==> src/rtl/mtm_alu_pkg.sv <==
// Shared definitions for the mtm_Alu serial link (deserializer and serializer).
// Frame: start(0), type, 8 payload bits MSB first, stop(1). CTL payload is
// {1'b0, op[2:0], crc[3:0]}.
package mtm_alu_pkg;

   typedef enum logic [1:0] {
      StIdle,
      StType,
      StPayload,
      StStop
   } state_e;

   localparam logic FRAME_DATA = 1'b0;
   localparam logic FRAME_CTL  = 1'b1;
   localparam logic START_BIT  = 1'b0;
   localparam logic STOP_BIT   = 1'b1;

   localparam int unsigned FRAME_BITS  = 11;
   localparam int unsigned CTL_OP_MSB  = 6;
   localparam int unsigned CTL_OP_LSB  = 4;
   localparam int unsigned CTL_CRC_MSB = 3;
   localparam int unsigned CTL_CRC_LSB = 0;

endpackage

==> src/rtl/mtm_alu_sync.sv <==
// Input synchronizer for the idle-high serial line.
// Ports: clk, rst_n (async, active low), d (asynchronous input), q (synchronized).
// Every stage resets to 1 so a reset never looks like a start bit.
module mtm_alu_sync #(
   parameter int unsigned SYNC_STAGES = 2
) (
   input  logic clk,
   input  logic rst_n,
   input  logic d,
   output logic q
);

   logic [SYNC_STAGES-1:0] sync_q;
   logic [SYNC_STAGES-1:0] sync_d;

   always_comb begin
      sync_d = {sync_q[SYNC_STAGES-2:0], d};
   end

   always_ff @(posedge clk or negedge rst_n) begin
      if (!rst_n) begin
         sync_q <= '1;
      end else begin
         sync_q <= sync_d;
      end
   end

   assign q = sync_q[SYNC_STAGES-1];

endmodule

==> src/rtl/mtm_alu_deserializer.sv <==
// Receive side of the mtm_Alu serial link: turns the sin bit stream into
// operands A/B, opcode and CRC.
// Ports:
//   clk, rst_n          clock, asynchronous active-low reset
//   sin                 serial input, idles high
//   a_out, b_out        operands, updated with valid
//   op, crc             CTL frame fields, updated with valid
//   valid               one-cycle pulse, new packet decoded
//   err_data            one-cycle pulse, CTL frame after wrong data-frame count
//   err_frame           one-cycle pulse, stop bit sampled low
module mtm_alu_deserializer
   import mtm_alu_pkg::*;
#(
   parameter int unsigned SYNC_STAGES = 2,
   parameter int unsigned N_DATA      = 8
) (
   input  logic        clk,
   input  logic        rst_n,
   input  logic        sin,
   output logic [31:0] a_out,
   output logic [31:0] b_out,
   output logic [2:0]  op,
   output logic [3:0]  crc,
   output logic        valid,
   output logic        err_data,
   output logic        err_frame
);

   // Must hold N_DATA+1, the saturation value.
   localparam int unsigned CntW = $clog2(N_DATA + 2);

   logic sin_s;

   mtm_alu_sync #(
      .SYNC_STAGES(SYNC_STAGES)
   ) u_sync (
      .clk  (clk),
      .rst_n(rst_n),
      .d    (sin),
      .q    (sin_s)
   );

   state_e          state_q, state_d;
   logic [2:0]      bit_cnt_q, bit_cnt_d;
   logic [CntW-1:0] frame_cnt_q, frame_cnt_d;
   logic            type_q, type_d;
   logic [7:0]      shift_q, shift_d;
   logic [7:0]      staging_q [8];
   logic [7:0]      staging_d [8];
   logic [31:0]     a_q, a_d, b_q, b_d;
   logic [2:0]      op_q, op_d;
   logic [3:0]      crc_q, crc_d;
   logic            valid_q, valid_d;
   logic            err_data_q, err_data_d;
   logic            err_frame_q, err_frame_d;

   always_comb begin
      state_d     = state_q;
      bit_cnt_d   = bit_cnt_q;
      frame_cnt_d = frame_cnt_q;
      type_d      = type_q;
      shift_d     = shift_q;
      staging_d   = staging_q;
      a_d         = a_q;
      b_d         = b_q;
      op_d        = op_q;
      crc_d       = crc_q;
      valid_d     = 1'b0;
      err_data_d  = 1'b0;
      err_frame_d = 1'b0;

      unique case (state_q)
         StIdle: begin
            if (sin_s == START_BIT) state_d = StType;
         end
         StType: begin
            type_d    = sin_s;
            bit_cnt_d = '0;
            state_d   = StPayload;
         end
         StPayload: begin
            shift_d   = {shift_q[6:0], sin_s};
            bit_cnt_d = bit_cnt_q + 3'd1;
            if (bit_cnt_q == 3'd7) state_d = StStop;
         end
         StStop: begin
            state_d = StIdle;
            if (sin_s == STOP_BIT) begin
               if (type_q == FRAME_DATA) begin
                  // Surplus frames are counted (for err_data) but not stored.
                  for (int unsigned i = 0; i < 8; i++) begin
                     if (i < N_DATA && frame_cnt_q == CntW'(i)) staging_d[i] = shift_q;
                  end
                  if (frame_cnt_q != CntW'(N_DATA + 1)) frame_cnt_d = frame_cnt_q + 1'b1;
               end else begin
                  frame_cnt_d = '0;
                  if (frame_cnt_q == CntW'(N_DATA)) begin
                     b_d     = {staging_q[0], staging_q[1], staging_q[2], staging_q[3]};
                     a_d     = {staging_q[4], staging_q[5], staging_q[6], staging_q[7]};
                     op_d    = shift_q[CTL_OP_MSB:CTL_OP_LSB];
                     crc_d   = shift_q[CTL_CRC_MSB:CTL_CRC_LSB];
                     valid_d = 1'b1;
                  end else begin
                     err_data_d = 1'b1;
                  end
               end
            end else begin
               // Bad stop bit: drop the packet in progress.
               err_frame_d = 1'b1;
               frame_cnt_d = '0;
            end
         end
         default: state_d = StIdle;
      endcase
   end

   always_ff @(posedge clk or negedge rst_n) begin
      if (!rst_n) begin
         state_q     <= StIdle;
         bit_cnt_q   <= '0;
         frame_cnt_q <= '0;
         type_q      <= FRAME_DATA;
         shift_q     <= '0;
         staging_q   <= '{default: '0};
         a_q         <= '0;
         b_q         <= '0;
         op_q        <= '0;
         crc_q       <= '0;
         valid_q     <= 1'b0;
         err_data_q  <= 1'b0;
         err_frame_q <= 1'b0;
      end else begin
         state_q     <= state_d;
         bit_cnt_q   <= bit_cnt_d;
         frame_cnt_q <= frame_cnt_d;
         type_q      <= type_d;
         shift_q     <= shift_d;
         staging_q   <= staging_d;
         a_q         <= a_d;
         b_q         <= b_d;
         op_q        <= op_d;
         crc_q       <= crc_d;
         valid_q     <= valid_d;
         err_data_q  <= err_data_d;
         err_frame_q <= err_frame_d;
      end
   end

   assign a_out     = a_q;
   assign b_out     = b_q;
   assign op        = op_q;
   assign crc       = crc_q;
   assign valid     = valid_q;
   assign err_data  = err_data_q;
   assign err_frame = err_frame_q;

endmodule

==> config.mk <==
export PLATFORM = sky130hd
export DESIGN_NAME = mtm_alu_deserializer
export DESIGN_NICKNAME = d
export VERILOG_FILES = /design/src/rtl/mtm_alu_pkg.sv /design/src/rtl/mtm_alu_sync.sv /design/src/rtl/mtm_alu_deserializer.sv
export SDC_FILE = /design/constraint.sdc
export NUM_CORES = 1
export LEC_CHECK = 0
export CORE_MARGIN = 3
export CORE_UTILIZATION = 52
export CTS_BUF_LIST = sky130_fd_sc_hd__clkbuf_4 sky130_fd_sc_hd__clkbuf_8
export DETAILED_ROUTE_END_ITERATION = 10
export PLACE_DENSITY = 0.84
export SLEW_MARGIN = 20
export SYNTH_ARGS = -nofsm -noshare
export SYNTH_HDL_FRONTEND = slang
export SYNTH_SLANG_ARGS = --single-unit
==> constraint.sdc <==
create_clock -name clk -period 1.57 [get_ports clk]
set_input_delay 0.471 -clock clk [delete_from_list [all_inputs] [get_ports clk]]
set_output_delay 0.471 -clock clk [all_outputs]
set_load 0.05 [all_outputs]
# After elaboration in Yosys (flattened, before gate mapping)
# Index checks and enable logic that the tools add are counted.
[word_totals]
inputBits = 3
wordCells = 71
out_inout_bits = 74
regBits = 158
[classes]
muxes = 17
addsub = 2
n_bitwise = 1
n_eq_ne = 16
reduce_logical = 14
[op_table]
columns = ["operator", "count"]
rows = [
  ["AND reduction 4 bit", 9],
  ["== test 4 x 3 -> 1 bit, second input constant", 4],
  ["2-to-1 mux 4 bit", 3],
  ["2-to-1 mux 1 bit", 10],
  ["== test 4 x 2 -> 1 bit, second input constant", 2],
  ["one-hot mux 2 bit (4 select lines)", 1],
  ["one-hot mux 3 bit (2 select lines)", 1],
  ["adder 4 x 1 -> 4 bit, second input constant", 1],
  ["== test 2 bit, second input constant", 2],
  ["== test 4 x 1 -> 1 bit, second input constant", 1],
  ["== test 4 bit, second input constant", 1],
  ["zero test 4 bit", 1],
  ["2-to-1 mux 2 bit", 2],
  ["inequality test 2 bit, second input constant", 2],
  ["inequality test 4 bit, second input constant", 1],
  ["AND reduction 2 bit", 2],
  ["adder 3 x 1 -> 3 bit, second input constant", 1],
  ["== test 3 bit, second input constant", 1],
  ["inequality test 3 bit, second input constant", 1],
  ["== test 2 x 1 -> 1 bit, second input constant", 1],
  ["zero test 2 bit", 1],
  ["nonzero test 2 bit", 1],
  ["inverter 1 bit", 1],
]

# Logic depth before layout (Yosys ltp)
# Gate-level depths: netlist of the first run.
[logic_depth]
word_depth = 5
depth_mapped = 6
mapped_depth_nobuf = 5

# Cells and area by module
# A second synthesis of the first run with hierarchy kept.
[hier_totals]
cells_unflattened = 386
area_unflattened_um2 = 6311.1
[modules_own_cells]
columns = ["module", "n_inst", "seq_area_each_um2", "cells_per_inst", "area_per_inst_um2"]
rows = [
  ["mtm_alu_deserializer", 1, 3903.7, 384, 6258.5],
  ["mtm_alu_sync", 1, 52.6, 2, 52.6],
]

# Least setup slack after synthesis of the first run
# Ideal clock, no wire load.
[synth_timing]
kind = "register -> register"
startpoint = "reg u_sync.sync_q[1]"
endpoint = "reg staging_q[24] (netlist name)"
stages_incl_launch_ff = 7
path_buffers = 3
synth_period_minus_slack_ns = 1.738
setup_slack_ns = -0.168
t_arrival_ns = 1.613
required_time_ns = 1.445
setup_ns = 0.125
path_cell_list = "dfstp_2 -> buf_4 -> and4bb_1 -> buf_6 -> and3_4 -> buf_6 -> mux2_2"
[synth_via]
elab_chain_len = 1
[synth_rtl]
columns = ["element", "line_no", "rtl"]
rows = [
  ["start, declared", "mtm_alu_sync.sv:13", "logic [SYNC_STAGES-1:0] sync_q;"],
  ["start signal, assigned", "mtm_alu_sync.sv:24", "sync_q <= sync_d;"],
  ["AND reduction 4 bit (no line)", "--", ""],
  ["end signal, assigned", "mtm_alu_deserializer.sv:138", "staging_q <= staging_d;"],
  ["end, declared", "mtm_alu_deserializer.sv:48", "logic [7:0] staging_q [8];"],
]
# No other way between the ends.
# A chain may end at the register's enable or synchronous reset.

# Worst setup path after layout of the first run
[layout_timing]
startpoint = "reg frame_cnt_q[0]"
endpoint = "reg a_q[31], in the netlist a_out[31]"
[layout_via]
elab_chain_len = 2
[layout_rtl]
columns = ["element", "line_no", "rtl"]
rows = [
  ["start, declared", "mtm_alu_deserializer.sv:45", "logic [CntW-1:0] frame_cnt_q, frame_cnt_d;"],
  ["start signal, assigned", "mtm_alu_deserializer.sv:135", "frame_cnt_q <= frame_cnt_d;"],
  ["== test 4 bit", "mtm_alu_deserializer.sv:97", "if (frame_cnt_q == CntW'(N_DATA)) begin"],
  ["AND reduction 4 bit (no line)", "--", ""],
  ["end signal, assigned", "mtm_alu_deserializer.sv:125", "a_q <= '0;"],
  ["end signal, assigned", "mtm_alu_deserializer.sv:139", "a_q <= a_d;"],
  ["end, declared", "mtm_alu_deserializer.sv:50", "logic [31:0] a_q, a_d, b_q, b_d;"],
]
# No other way between the ends.

==> results of run 1 <==
==> worst max path at each step <==
stage	from	to	cells past startpoint	slack, ns
after detailed placement	frame_cnt_q[1]	b_out[5]	6	-0.29
final	frame_cnt_q[0]	a_out[31]	7	-0.26
after floorplan	u_sync.sync_q[1]	staging_q[24]	6	-0.14
after global placement	frame_cnt_q[1]	b_out[1]	6	-0.17
after global routing	frame_cnt_q[0]	a_out[31]	7	-0.33
after CTS	frame_cnt_q[0]	staging_q[42]	6	-0.20
==> where the power goes <==
| group | total (mW) | switching, mW | internal (mW) |
|---|---|---|---|
| Combinational | 2.31 | 1.06 | 1.25 |
| Sequential | 5.41 | 0.851 | 4.56 |
| Clock | 3.21 | 1.49 | 1.72 |
| Total | 10.9 | 3.40 | 7.53 |
==> state kept, by name (all words and copies together), names as in the netlist, 2 cells and up <==
signal	cells
frame_cnt_q	4
u_sync.sync_q	2
staging_q	64
bit_cnt_q	3
crc	4
state_q	2
b_out	32
op	3
a_out	32
shift_q	8
==> cells in the final DEF (no fill, tap or decap), drive strengths merged, types with 2 or more instances in the layout <==
cell type and count:
a21oi 3, and3 3, and4bb 2, buf 126
bufinv 3, clkbuf 25, clkinvlp 2, dfrtp 156
dfstp 2, ha 11, inv 8, mux2 144
nand2 3, nand2b 2, nand3 9, nand3b 2
nor2 2, nor2b 3, o21ai 4, or4b 2
==> layer usage <==
| layer | vias to the layer above | global-route usage, % | wire (um) |
|---|---|---|---|
| met5 | - | 0 | 0 |
| met4 | 0 | 8.97 | 637 |
| met3 | 49 | 6.95 | 841 |
| met2 | 161 | 41.4 | 8940 |
| met1 | 2048 | 32.5 | 7090 |
| li1 | 1619 | - | - |
==> timing repair <==
action / CTS / global route
endpoints found under the setup margin: 137 / 156
gates cloned: 3 / 4
buffers inserted: 10 / 10
hold buffers: 1 / 0
resized for setup: 53 / 46
pin swaps: 10 / 6
endpoints found under the hold margin: 29 / 0
==> through the flow <==
step                      TNS (ns)  cell area, um2  std cells
final                       -28.12            9290        668
after global routing        -33.69            9290        668
after CTS                   -17.57            8980        657
after detailed placement    -31.26            8210        616
after global placement      -20.32            8210        616
after floorplan             -12.17            6410        388
==> cells by family after synthesis <==
logic type	count (synthesis)	synth area share [%]
AND/OR/NAND/NOR	32	4.17
AO/OA/AOI/OAI	13	1.32
flip-flops	158	63.1
buffers and inverters	30	2.93
adder cells (fa/ha/maj)	11	2.19
multiplexers	144	26.3
==> final cells by class <==
type | instances | area share, %
flip-flops and latches | 158 | 42.6
multi-input cells | 200 | 27.5
repair buffers | 131 | 23.2
clock buffers | 22 | 3.19
well taps | 143 | 1.93
clock inverters | 6 | 1.19
inverters | 8 | 0.350
==> results.txt, run 1 <==
The row count is 39. The final-report max-slew violation count came out at 0. The detailed-routing iteration count for the pre-antenna-repair pass came out at 5.

The final reports fail on setup timing. Setup repair after global routing could not meet its margin everywhere. The number of max-cap violations is 0. The insertion delay of the later-clocked pin in the worst-skew pair came out at 0.46 ns. The x dimension of the die is 116 um. The DRC violation count after routing came out at 0. At the end of the flow the core is filled with cells to 80.0%.

For hold timing, the worst endpoint is u_sync.sync_q[1]. The setup skew after layout came out at 0.0169 ns. The number of synthesized flops with an enable pin is 0. In this run the critical register-to-register path is launched from frame_cnt_q[0]. The largest individual stage delay along the critical path comes from the cell dfrtp_1.

The filler cell count came out at 541. The depth of the worst hold-timing path is 0. In this run, the number of DRC markers left after iteration 0 of detailed routing was 315. The register-to-register setup slack is -0.26 ns.

The area of the placeable core came out at 11600 um2. The fraction of the yosys area taken by sequential cells is 63.1%. The number of hold violations in the final report is 0. The placer congestion estimate is 0.925. The die is 116 um tall. The biggest area contributor in the post-synthesis netlist is dfrtp_1. The total overflow reported by the global router is 0. Data on the critical path arrives at its endpoint at 2.16 ns. The slew at the pin closest to its max-slew limit is 0.623 ns.

The pin count of the biggest net entering global routing came out at 46. In the final design database the tool counted 530 nets. The worst register-to-register path ends at a_out[31]. The post-layout worst setup margin came out at -0.264 ns. The aggregate global-route resource usage came out at 25.2%.

After layout, the worst path uses 117% of the clock period. After synthesis, the cell types taking the most area are dfrtp_1, mux2_2, ha_1. The commonest cells after synthesis are dfrtp_1, mux2_2, ha_1. The register area is 3960 um2.

No sink is reached through more buffers than the 2 on the longest clock path. The critical path goes through inv_2 -> ha_4 -> nand3b_1 -> nor2_4 -> buf_4 -> buf_12 -> mux2_2. The peak ir drop on the vdd network came out at 0.779 mV. The overall via count from detail_route is 3877. The global-route wire length before repair came out at 24.6 mm.

The clock slew at the register clock pins of the worst setup and hold paths is 0.08 ns. The final-layout worst hold slack came out at 0.365 ns. For this configuration, the core starts out at a cell density of 54.0%. The total buffers and inverters traversed by the critical path came out at 3. The H-tree depth came out at 4. The number of placed I/O pins came out at 77. In this run the remaining antenna-violating nets after routing total 0.

The data required time of the worst path came out at 1.90 ns. The startpoint class of the critical path is a flip-flop. After synthesis, the mean cell area works out to 16.2 um2. The count of endpoints failing setup in the final report is 140.

The via-per-instance ratio came out at 5.80. The total power consumption of the routed design is 10.9 mW. The number of nets handed over by synthesis was 402. The pre-CTS worst setup slack came out at -0.288 ns. The combined area of all synthesized cells is 6270 um2. The detailed-placement wirelength estimate is 8.98 mm. The total number of clock tree sinks is 158.

The class of the most critical hold timing path is reg2reg. The number of synthesized register bits came out at 158. The maximum clock rate came out at 545 MHz. On the critical path the largest part of the delay comes from buffers and inverters. The most used flip-flop cell after synthesis is dfrtp_1. The remaining max-slew budget at the tightest pin came out at 58.4%.

Synthesis handed over a netlist of 388 instances. The number of antenna diodes in the final layout is 0. The area of the die came out at 13400 um2. The share of async-settable or async-resettable flops after synthesis is 100%. The share of the synthesized area in the top cell type came out at 62.2%. STA classifies the critical path endpoint as a flip-flop. The delay of the slowest cell on the worst path is 0.40 ns.

Power spread over the standard cell area amounts to 1180 nW/um2. The layout overhead on the synthesized area is 48.1%. The CTS tree is built. Summed over all layers, the routed wires come to 17.5 mm.

In this run the worst path has a maximum fanout of 13. The library cell with the highest instance count after synthesis is dfrtp_1. The count of distinct cell types in the synthesized netlist is 37. The leakage dissipation came out at 4.38 nW.

Summing all multi-input logic gate instances after layout gives 2550 um2. The shortest period the worst path allows is 1.83 ns. The depth of the most critical reg-to-reg path is 7. The tree is rooted in a clkbuf_8. Buffers inserted during clock tree synthesis total 17. The number of global-route vias before repair came out at 4105. The worst hold path begins at u_sync.sync_q[0]. The flow ran to the end, but the final reports show violations. The average routed wire per standard cell is 26.2 um. The share of layout cells above drive strength 1 came out at 63.6%. The number of synthesis warnings came out at 0. The number of antenna violations at the first check in global routing is 0. By startpoint and endpoint, the worst setup path is classified as reg2reg. The total of buffers placed on input and output ports came out at 76.
Note: power is estimated with default switching activity, not from simulation.
==> inputs of run 2 (changes only) <==
CAP_MARGIN = 0   (was default)
GPL_ROUTABILITY_DRIVEN = 0   (was default)
SETUP_SLACK_MARGIN = 0.05   (was default)
==> run 2 against run 1 <==
Clock power rose by 12%. Setup slack got worse by 0.12 ns. Via count increased by 5.8%. Clock skew barely moved. Critical path depth unchanged. Core utilization is 2.8 points higher. Non-clock buffer count grew 36. Total power is 3.3% higher. Sequential power hardly changed. The flow still finishes with violations (setup timing). Cell count grew 5.5%.
==> results.txt, run 2 (synthesis gave the netlist of run 1 again) <==
Run status: complete, but fails checks (unchanged). Violated checks: setup timing (unchanged). The cell area after placement is 8240 um2 (was 8210 um2). The DRC violation count after routing is 0 (unchanged). The peak ir drop on the vdd network is 0.919 mV (was 0.779 mV). The pin count of the biggest net entering global routing came to 46 (unchanged). The maximum clock rate came out at 512 MHz (was 545 MHz).

The total number of clock tree sinks is 158 (unchanged). The average routed wire per standard cell came out at 26.7 um (was 26.2 um). The total of buffers placed on input and output ports came out at 76 (unchanged). The root buffer selected by CTS is clkbuf_8 (unchanged). The insertion delay of the later-clocked pin in the worst-skew pair is 0.47 ns (was 0.46 ns). The worst reg2reg path startpoint was frame_cnt_q[0] (unchanged).

The antenna cell count came to 0 (unchanged). The count of endpoints failing setup in the final report came to 138 (was 140). The total power divided by cell area is 1170 nW/um2 (was 1180 nW/um2).

The shortest period the worst path allows came to 1.95 ns (was 1.83 ns). Top library cells by usage in the layout, fill and taps aside: dfrtp_1, mux2_4, buf_12, buf_4, mux2_2 (was dfrtp_1, mux2_4, buf_12, mux2_2, buf_4). The slew at the pin closest to its max-slew limit came out at 0.625 ns (was 0.623 ns).

The overall routed net length came to 18.8 mm (was 17.5 mm). The number of placed I/O pins came out at 77 (unchanged). Critical path cell sequence: inv_2 -> ha_4 -> nand3b_1 -> nor2_4 -> buf_6 -> buf_6 -> mux2_2 (was inv_2 -> ha_4 -> nand3b_1 -> nor2_4 -> buf_4 -> buf_12 -> mux2_2). The row count came out at 39 (unchanged). The leading cell type in the layout, fill and taps excluded was dfrtp_1 (unchanged). The number of antenna violations at the first check in global routing came out at 0 (unchanged).

The area of the die is 13400 um2 (unchanged). The register with the most flip-flops was staging_q (unchanged). The number of cells in the finished layout apart from fillers came out at 705 (was 668).

The clock buffer count from CTS is 17 (unchanged). The critical path class is reg2reg (unchanged). The H-tree depth is 4 (unchanged).

The final cell utilization of the core came to 82.8% (was 80.0%). The register-to-register setup slack came out at -0.38 ns (was -0.26 ns). The class of the most critical hold timing path is reg2reg (unchanged). The number of max-cap violations was 0 (unchanged). The CTS tree is built (unchanged).

The peak fanout along the critical path came to 5 (was 13). The clock group share of total power is 31.8% (was 29.4%). The starting utilization of the core area came out at 54.0% (unchanged). The overall via count from detail_route was 4101 (was 3877).

The data required time of the worst path came out at 1.92 ns (was 1.90 ns). The flip-flop count of the largest register, all copies and words added is 64 (unchanged). The endpoint of the worst register-to-register path is a_out[24] (was a_out[31]). The number of hold violations in the final report is 0 (unchanged). The detailed-routing iteration count for the pre-antenna-repair pass is 6 (was 5). The depth of the worst hold-timing path came out at 0 (unchanged). The number of nets in the layout is 566 (was 530). The startpoint class of the critical path is a flip-flop (unchanged). The proportion of power drawn by flip-flops and latches came out at 48.0% (was 49.5%). The final design area excluding fillers came to 9610 um2 (was 9290 um2).

The critical path endpoint is a_out[24] (was a_out[31]). The detailed-placement wirelength estimate is 9.46 mm (was 8.98 mm). The clock tree buffer depth is 2 (unchanged).

The switching portion of total power came to 30.3% (was 31.1%). The via-per-instance ratio is 5.82 (was 5.80). The setup skew after layout came out at 0.0165 ns (was 0.0169 ns). The number of placed instances with taps included came out at 617 (was 616). The portion of the clock cycle consumed by the worst path in the final layout is 125% (was 117%). The area of the placeable core is 11600 um2 (unchanged). The x dimension of the die is 116 um (unchanged). The clock slew at the register clock pins of the worst setup and hold paths came out at 0.09 ns (was 0.08 ns). The leakage dissipation came out at 4.62 nW (was 4.38 nW). The post-layout worst setup margin came out at -0.385 ns (was -0.264 ns). The number of global-route vias before repair is 4070 (was 4105).

The kind of end point of the critical path is a flip-flop (unchanged). The part of the power in combinational logic came to 20.2% (was 21.1%). The height of the die came out at 116 um (unchanged).

The layout overhead on the synthesized area is 53.2% (was 48.1%). The critical path startpoint was frame_cnt_q[0] (unchanged). The total power consumption of the routed design is 11.3 mW (was 10.9 mW). The internal power summed over all cells is 7.87 mW (was 7.53 mW).

The worst path arrival time was 2.31 ns (was 2.16 ns). The share of layout cells above drive strength 1 is 65.1% (was 63.6%). The final-report max-slew violation count came out at 0 (unchanged).

The delay of the slowest cell on the worst path came to 0.42 ns (was 0.40 ns). The cell with the largest stage delay on the worst path is dfrtp_1 (unchanged). The total overflow reported by the global router is 0 (unchanged). The cell seen most often among critical-path stages is buf_6. The remaining max-slew budget at the tightest pin is 58.4% (about the same).

The global-route wire length before repair is 23.9 mm (was 24.6 mm). The aggregate global-route resource usage is 24.3% (was 25.2%). The depth of the most critical reg-to-reg path is 7 (unchanged).

The post-detailed-route count of antenna-violating nets is 0 (unchanged). The net switching power came out at 3.43 mW (was 3.40 mW). The final-layout setup total negative slack came to -31.02 ns (was -28.12 ns). The DRC violation total after the first TritonRoute iteration came out at 276 (was 315). RSZ-0062 raised after global routing: true (unchanged).
-- run 2: cell count changes in the layout (fill, tap and decap cells not counted), moves of 2 or more --
cell and change:
mux2_1 +3, clkbuf_4 +2, bufinv_16 +2, buf_4 +33
dfrtp_1 -2, buf_16 -2, mux2_2 -3, clkbuf_16 +2
dfrtp_2 +2, buf_6 +3
-- run 2: power groups by stage --
stage / clock network (mW) / registers [mW] / logic (mW)
after detailed placement: 0 / 5.38 / 1.80
after floorplan: 0 / 4.91 / 1.29
final: 3.59 / 5.42 / 2.28
after global routing: 3.76 / 5.45 / 2.42
after global placement: 0 / 5.32 / 1.65
after CTS: 3.53 / 5.33 / 1.96
-- run 2: worst max-delay path, delay by kind of cell (launching register included) --
| family | cells | cell delay [ns] |
|---|---|---|
| adders and majority gates | 1 | 0.16 |
| and+or+nand+nor | 2 | 0.46 |
| DFF | 1 | 0.42 |
| buffers and inverters | 3 | 0.45 |
| muxes | 1 | 0.35 |
-- run 2: area by class of cell --
| class | count | area (um2) |
|---|---|---|
| Multi-Input combinational cell | 200 | 2550 |
| Tap cell | 143 | 179 |
| Timing Repair Buffer | 167 | 2440 |
| Clock inverter | 6 | 158 |
| Fill cell | 495 | 2000 |
| Sequential cell | 158 | 3960 |
| Clock buffer | 23 | 298 |
| Inverter | 8 | 30.0 |
-- run 2: how the worst min path moves through the flow --
| stage | from | endpoint | slack [ns] |
|---|---|---|---|
| floorplan | rst_n | a_out[0] | 0.18 |
| global placement | u_sync.sync_q[0] | u_sync.sync_q[1] | 0.35 |
| detailed placement | u_sync.sync_q[0] | u_sync.sync_q[1] | 0.35 |
| CTS | u_sync.sync_q[0] | u_sync.sync_q[1] | 0.36 |
| global route | u_sync.sync_q[0] | u_sync.sync_q[1] | 0.37 |
| finish | u_sync.sync_q[0] | u_sync.sync_q[1] | 0.36 |
-- run 2: stage by stage --
stage	setup WS, ns	hold slack [ns]
2_1_floorplan	-0.137	0.175
3_3_place_gp	-0.149	0.352
3_5_place_dp	-0.242	0.353
4_1_cts	-0.231	0.363
5_1_grt	-0.373	0.366
6_report	-0.385	0.365
-- run 2: what timing repair did --
action	in CTS	in global routing
hold buffers	1	0
gates cloned	0	8
gates resized for setup	20	70
hold endpoints to repair	27	0
pin swaps	5	7
setup endpoints to repair	184	217
setup buffers	17	34
-- run 2: per-layer routing --
metal / vias to the layer above / GRT usage [%] / wire length (um)
li1: 1685 / - / -
met1: 2180 / 30.2 / 7360
met2: 171 / 40.9 / 9700
met3: 65 / 5.85 / 1010
met4: 0 / 10.5 / 747
met5: - / 0 / 0
==> inputs of run 3 (changes only) <==
CAP_MARGIN = 30   (was 0)
CORE_UTILIZATION = 40   (was 52)
PLACE_DENSITY = 0.69   (was 0.84)
==> run 3 against run 2 <==
Critical path depth is 1 lower. Combinational power is 7% lower. Maximum frequency is 12% higher. Sequential cell count did not move. Clock skew decreased by 0.0030 ns. Design area decreased by 0.18%. Die area up 28%. Non-clock buffer count shrank 13. Highest routed layer unchanged. Count of clock-buffer cells in the layout fell by 1. Core utilization decreased by 20 points. The flow still finishes with violations (setup timing). Critical path type unchanged. Total power down 10%.
==> results.txt, run 3 (synthesis gave the netlist of run 1 again) <==
The clock tree buffer depth came out at 2 (unchanged). The critical path startpoint is frame_cnt_q[0] (unchanged). The area of the die came to 17200 um2 (was 13400 um2). The total power divided by cell area is 1060 nW/um2 (was 1170 nW/um2).

The leading cell type in the layout, fill and taps excluded is dfrtp_1 (unchanged). The row count came out at 45 (was 39). The overall via count from detail_route came out at 3759 (was 4101).

The root buffer selected by CTS is clkbuf_8 (unchanged). The filler cell count is 1032 (was 495). The number of max-cap violations is 0 (unchanged).

The height of the die is 131 um (was 116 um). The critical path class is reg2reg (unchanged). The routed wire length on met3 came out at 672 um (was 1.01 mm). The detailed-routing iteration count for the pre-antenna-repair pass came out at 4 (was 6). The count of endpoints failing setup in the final report came out at 137 (was 138). The number of placed I/O pins came out at 77 (unchanged). The portion of the clock cycle consumed by the worst path in the final layout came out at 111% (was 125%). The peak fanout along the critical path came out at 8 (was 5). The slew at the pin closest to its max-slew limit is 0.589 ns (was 0.625 ns). The number of cells in the finished layout apart from fillers came to 763 (was 705).

The number of antenna violations at the first check in global routing is 0 (unchanged). The number of nets in the layout is 553 (was 566). The pin count of the biggest net entering global routing is 47 (was 46). The post-detailed-route count of antenna-violating nets came out at 0 (unchanged). The share of layout cells above drive strength 1 is 64.5% (was 65.1%).

Run status: complete, but fails checks (unchanged). The area of the placeable core is 15300 um2 (was 11600 um2). The total buffers and inverters traversed by the critical path came out at 2 (was 3). The clock buffer count from CTS came out at 17 (unchanged). The CTS tree was built (unchanged). The final-report max-slew violation count came to 0 (unchanged). The maximum clock rate was 574 MHz (was 512 MHz). The H-tree depth is 4 (unchanged). Top library cells by usage in the layout, fill and taps aside: dfrtp_1, mux2_4, buf_12, buf_4, mux2_2 (unchanged). The clock slew at the register clock pins of the worst setup and hold paths came to 0.07 ns (was 0.09 ns). The aggregate global-route resource usage is 17.1% (was 24.3%). The starting utilization of the core area is 41.1% (was 54.0%).

The number of placed instances with taps included came out at 683 (was 617). The antenna cell count is 0 (unchanged). The startpoint class of the critical path is a flip-flop (unchanged). The worst path arrival time is 2.07 ns (was 2.31 ns).

The overall routed net length came out at 14.6 mm (was 18.8 mm). Critical path cell sequence: inv_2 -> ha_2 -> nand2_4 -> or4_1 -> buf_6 -> mux2_4 (was inv_2 -> ha_4 -> nand3b_1 -> nor2_4 -> buf_6 -> buf_6 -> mux2_2). The kind of end point of the critical path was a flip-flop (unchanged).

The origin of the worst min-delay path is u_sync.sync_q[0] (unchanged). The total power consumption of the routed design came out at 10.2 mW (was 11.3 mW). The number of global-route vias before repair came to 3994 (was 4070).

The leakage dissipation came to 4.58 nW (was 4.62 nW). The remaining max-slew budget at the tightest pin came out at 60.8% (was 58.4%). The cell with the largest stage delay on the worst path was or4_1 (was dfrtp_1).

The worst reg2reg path startpoint is frame_cnt_q[0] (unchanged). The final-layout worst hold slack came out at 0.369 ns (was 0.365 ns). The insertion delay of the later-clocked pin in the worst-skew pair is 0.46 ns (was 0.47 ns). The post-route met1 wirelength came out at 6.57 mm (was 7.36 mm). The class of the most critical hold timing path was reg2reg (unchanged). The total overflow reported by the global router came to 0 (unchanged). The data required time of the worst path is 1.90 ns (was 1.92 ns).

The x dimension of the die is 131 um (was 116 um). The post-layout worst setup margin is -0.171 ns (was -0.385 ns). The wire length on met2 was 7.12 mm (was 9.70 mm). The delay of the slowest cell on the worst path is 0.41 ns (was 0.42 ns). The category of cells accounting for the largest share of critical-path delay is simple AND/OR/NAND/NOR gates (unchanged). The setup skew after layout came to 0.0134 ns (was 0.0165 ns). The layout overhead on the synthesized area is 52.9% (was 53.2%). The via-per-instance ratio was 4.93 (was 5.82). The DRC violation total after the first TritonRoute iteration is 238 (was 276). RSZ-0062 raised after global routing: true (unchanged). Violated checks: setup timing (unchanged). The average routed wire per standard cell came out at 19.1 um (was 26.7 um). The DRC violation count after routing came out at 0 (unchanged). The flip-flop count of the largest register, all copies and words added is 64 (unchanged). The total number of clock tree sinks is 158 (unchanged).

The final cell utilization of the core is 62.9% (was 82.8%). The pre-CTS worst setup slack is -0.181 ns (was -0.242 ns). The shortest period the worst path allows came out at 1.74 ns (was 1.95 ns). The highest metal layer with signal wires is met4 (unchanged).

The number of hold violations in the final report came out at 0 (unchanged). The detailed-placement wirelength estimate came out at 8.49 mm (was 9.46 mm). The register with the most flip-flops is staging_q (unchanged). The global-route wire length before repair came to 22.9 mm (was 23.9 mm). The total of buffers placed on input and output ports is 76 (unchanged).

The peak ir drop on the vdd network came out at 0.757 mV (was 0.919 mV).
-- run 3: cell types whose count changed in the layout (fill, tap and decap cells not counted), sizes merged --
cell,previous run,this run
buf,160,150
bufinv,5,0
clkbuf,28,24
clkinv,0,7
clkinvlp,1,3
-- run 3: worst reg2reg max path: cells and delay by family (launching register included) --
kind / cells / cell delay (ns)
buffers and inverters: 2 / 0.26
AND/OR/NAND/NOR: 2 / 0.46
adder cells (fa/ha/maj): 1 / 0.20
multiplexers: 1 / 0.31
flip-flops: 1 / 0.39
-- run 3: metal layers --
| layer | GRT usage, % | vias to the layer above |
|---|---|---|
| li1 | - | 1681 |
| met1 | 22.2 | 1978 |
| met2 | 27.4 | 79 |
| met3 | 5.74 | 21 |
| met4 | 4.90 | 0 |
| met5 | 0 | - |
-- run 3: worst paths after layout --
path | end | slack [ns] | cells past startpoint
setup / recovery | staging_q[44] | -0.17 | 6
hold / removal | u_sync.sync_q[1] | 0.37 | 0
setup reg to reg | staging_q[44] | -0.17 | 6
hold reg to reg | u_sync.sync_q[1] | 0.37 | 0
max in group asynchronous | u_sync.sync_q[0] | 0.51 | 3
min in group asynchronous | b_out[29] | 0.47 | 2
-- run 3: cell type report --
| class | instances | area, um2 | area share (%) |
|---|---|---|---|
| Sequential cell | 158 | 3960 | 41.2 |
| Multi-Input combinational cell | 200 | 2630 | 27.4 |
| Timing Repair Buffer | 154 | 2360 | 24.6 |
| Clock buffer | 22 | 290 | 3.03 |
| Tap cell | 211 | 264 | 2.75 |
| Clock inverter | 10 | 65.1 | 0.678 |
| Inverter | 8 | 30.0 | 0.313 |
-- run 3: report_power, final --
| part | switching (mW) | internal [mW] | total, mW | leakage [nW] |
|---|---|---|---|---|
| sequential | 0.794 | 4.56 | 5.35 | 2.15 |
| clock | 1.44 | 1.24 | 2.68 | 0.181 |
| combinational | 0.881 | 1.25 | 2.13 | 2.25 |
| total | 3.12 | 7.05 | 10.2 | 4.58 |
-- run 3: what timing repair did --
action,4_1_cts,5_1_grt
setup buffers,16,24
hold endpoints to repair,28,0
cloned,5,3
hold buffers,1,0
gates resized for setup,69,31
setup endpoints to repair,210,222
pin swaps,11,4
-- run 3: through the flow --
stage / instance area (um2) / TNS [ns]
after floorplan: 6430 / -12.80
after global placement: 8320 / -14.04
after detailed placement: 8320 / -18.65
after CTS: 9250 / -15.06
after global routing: 9590 / -23.27
final: 9590 / -15.29
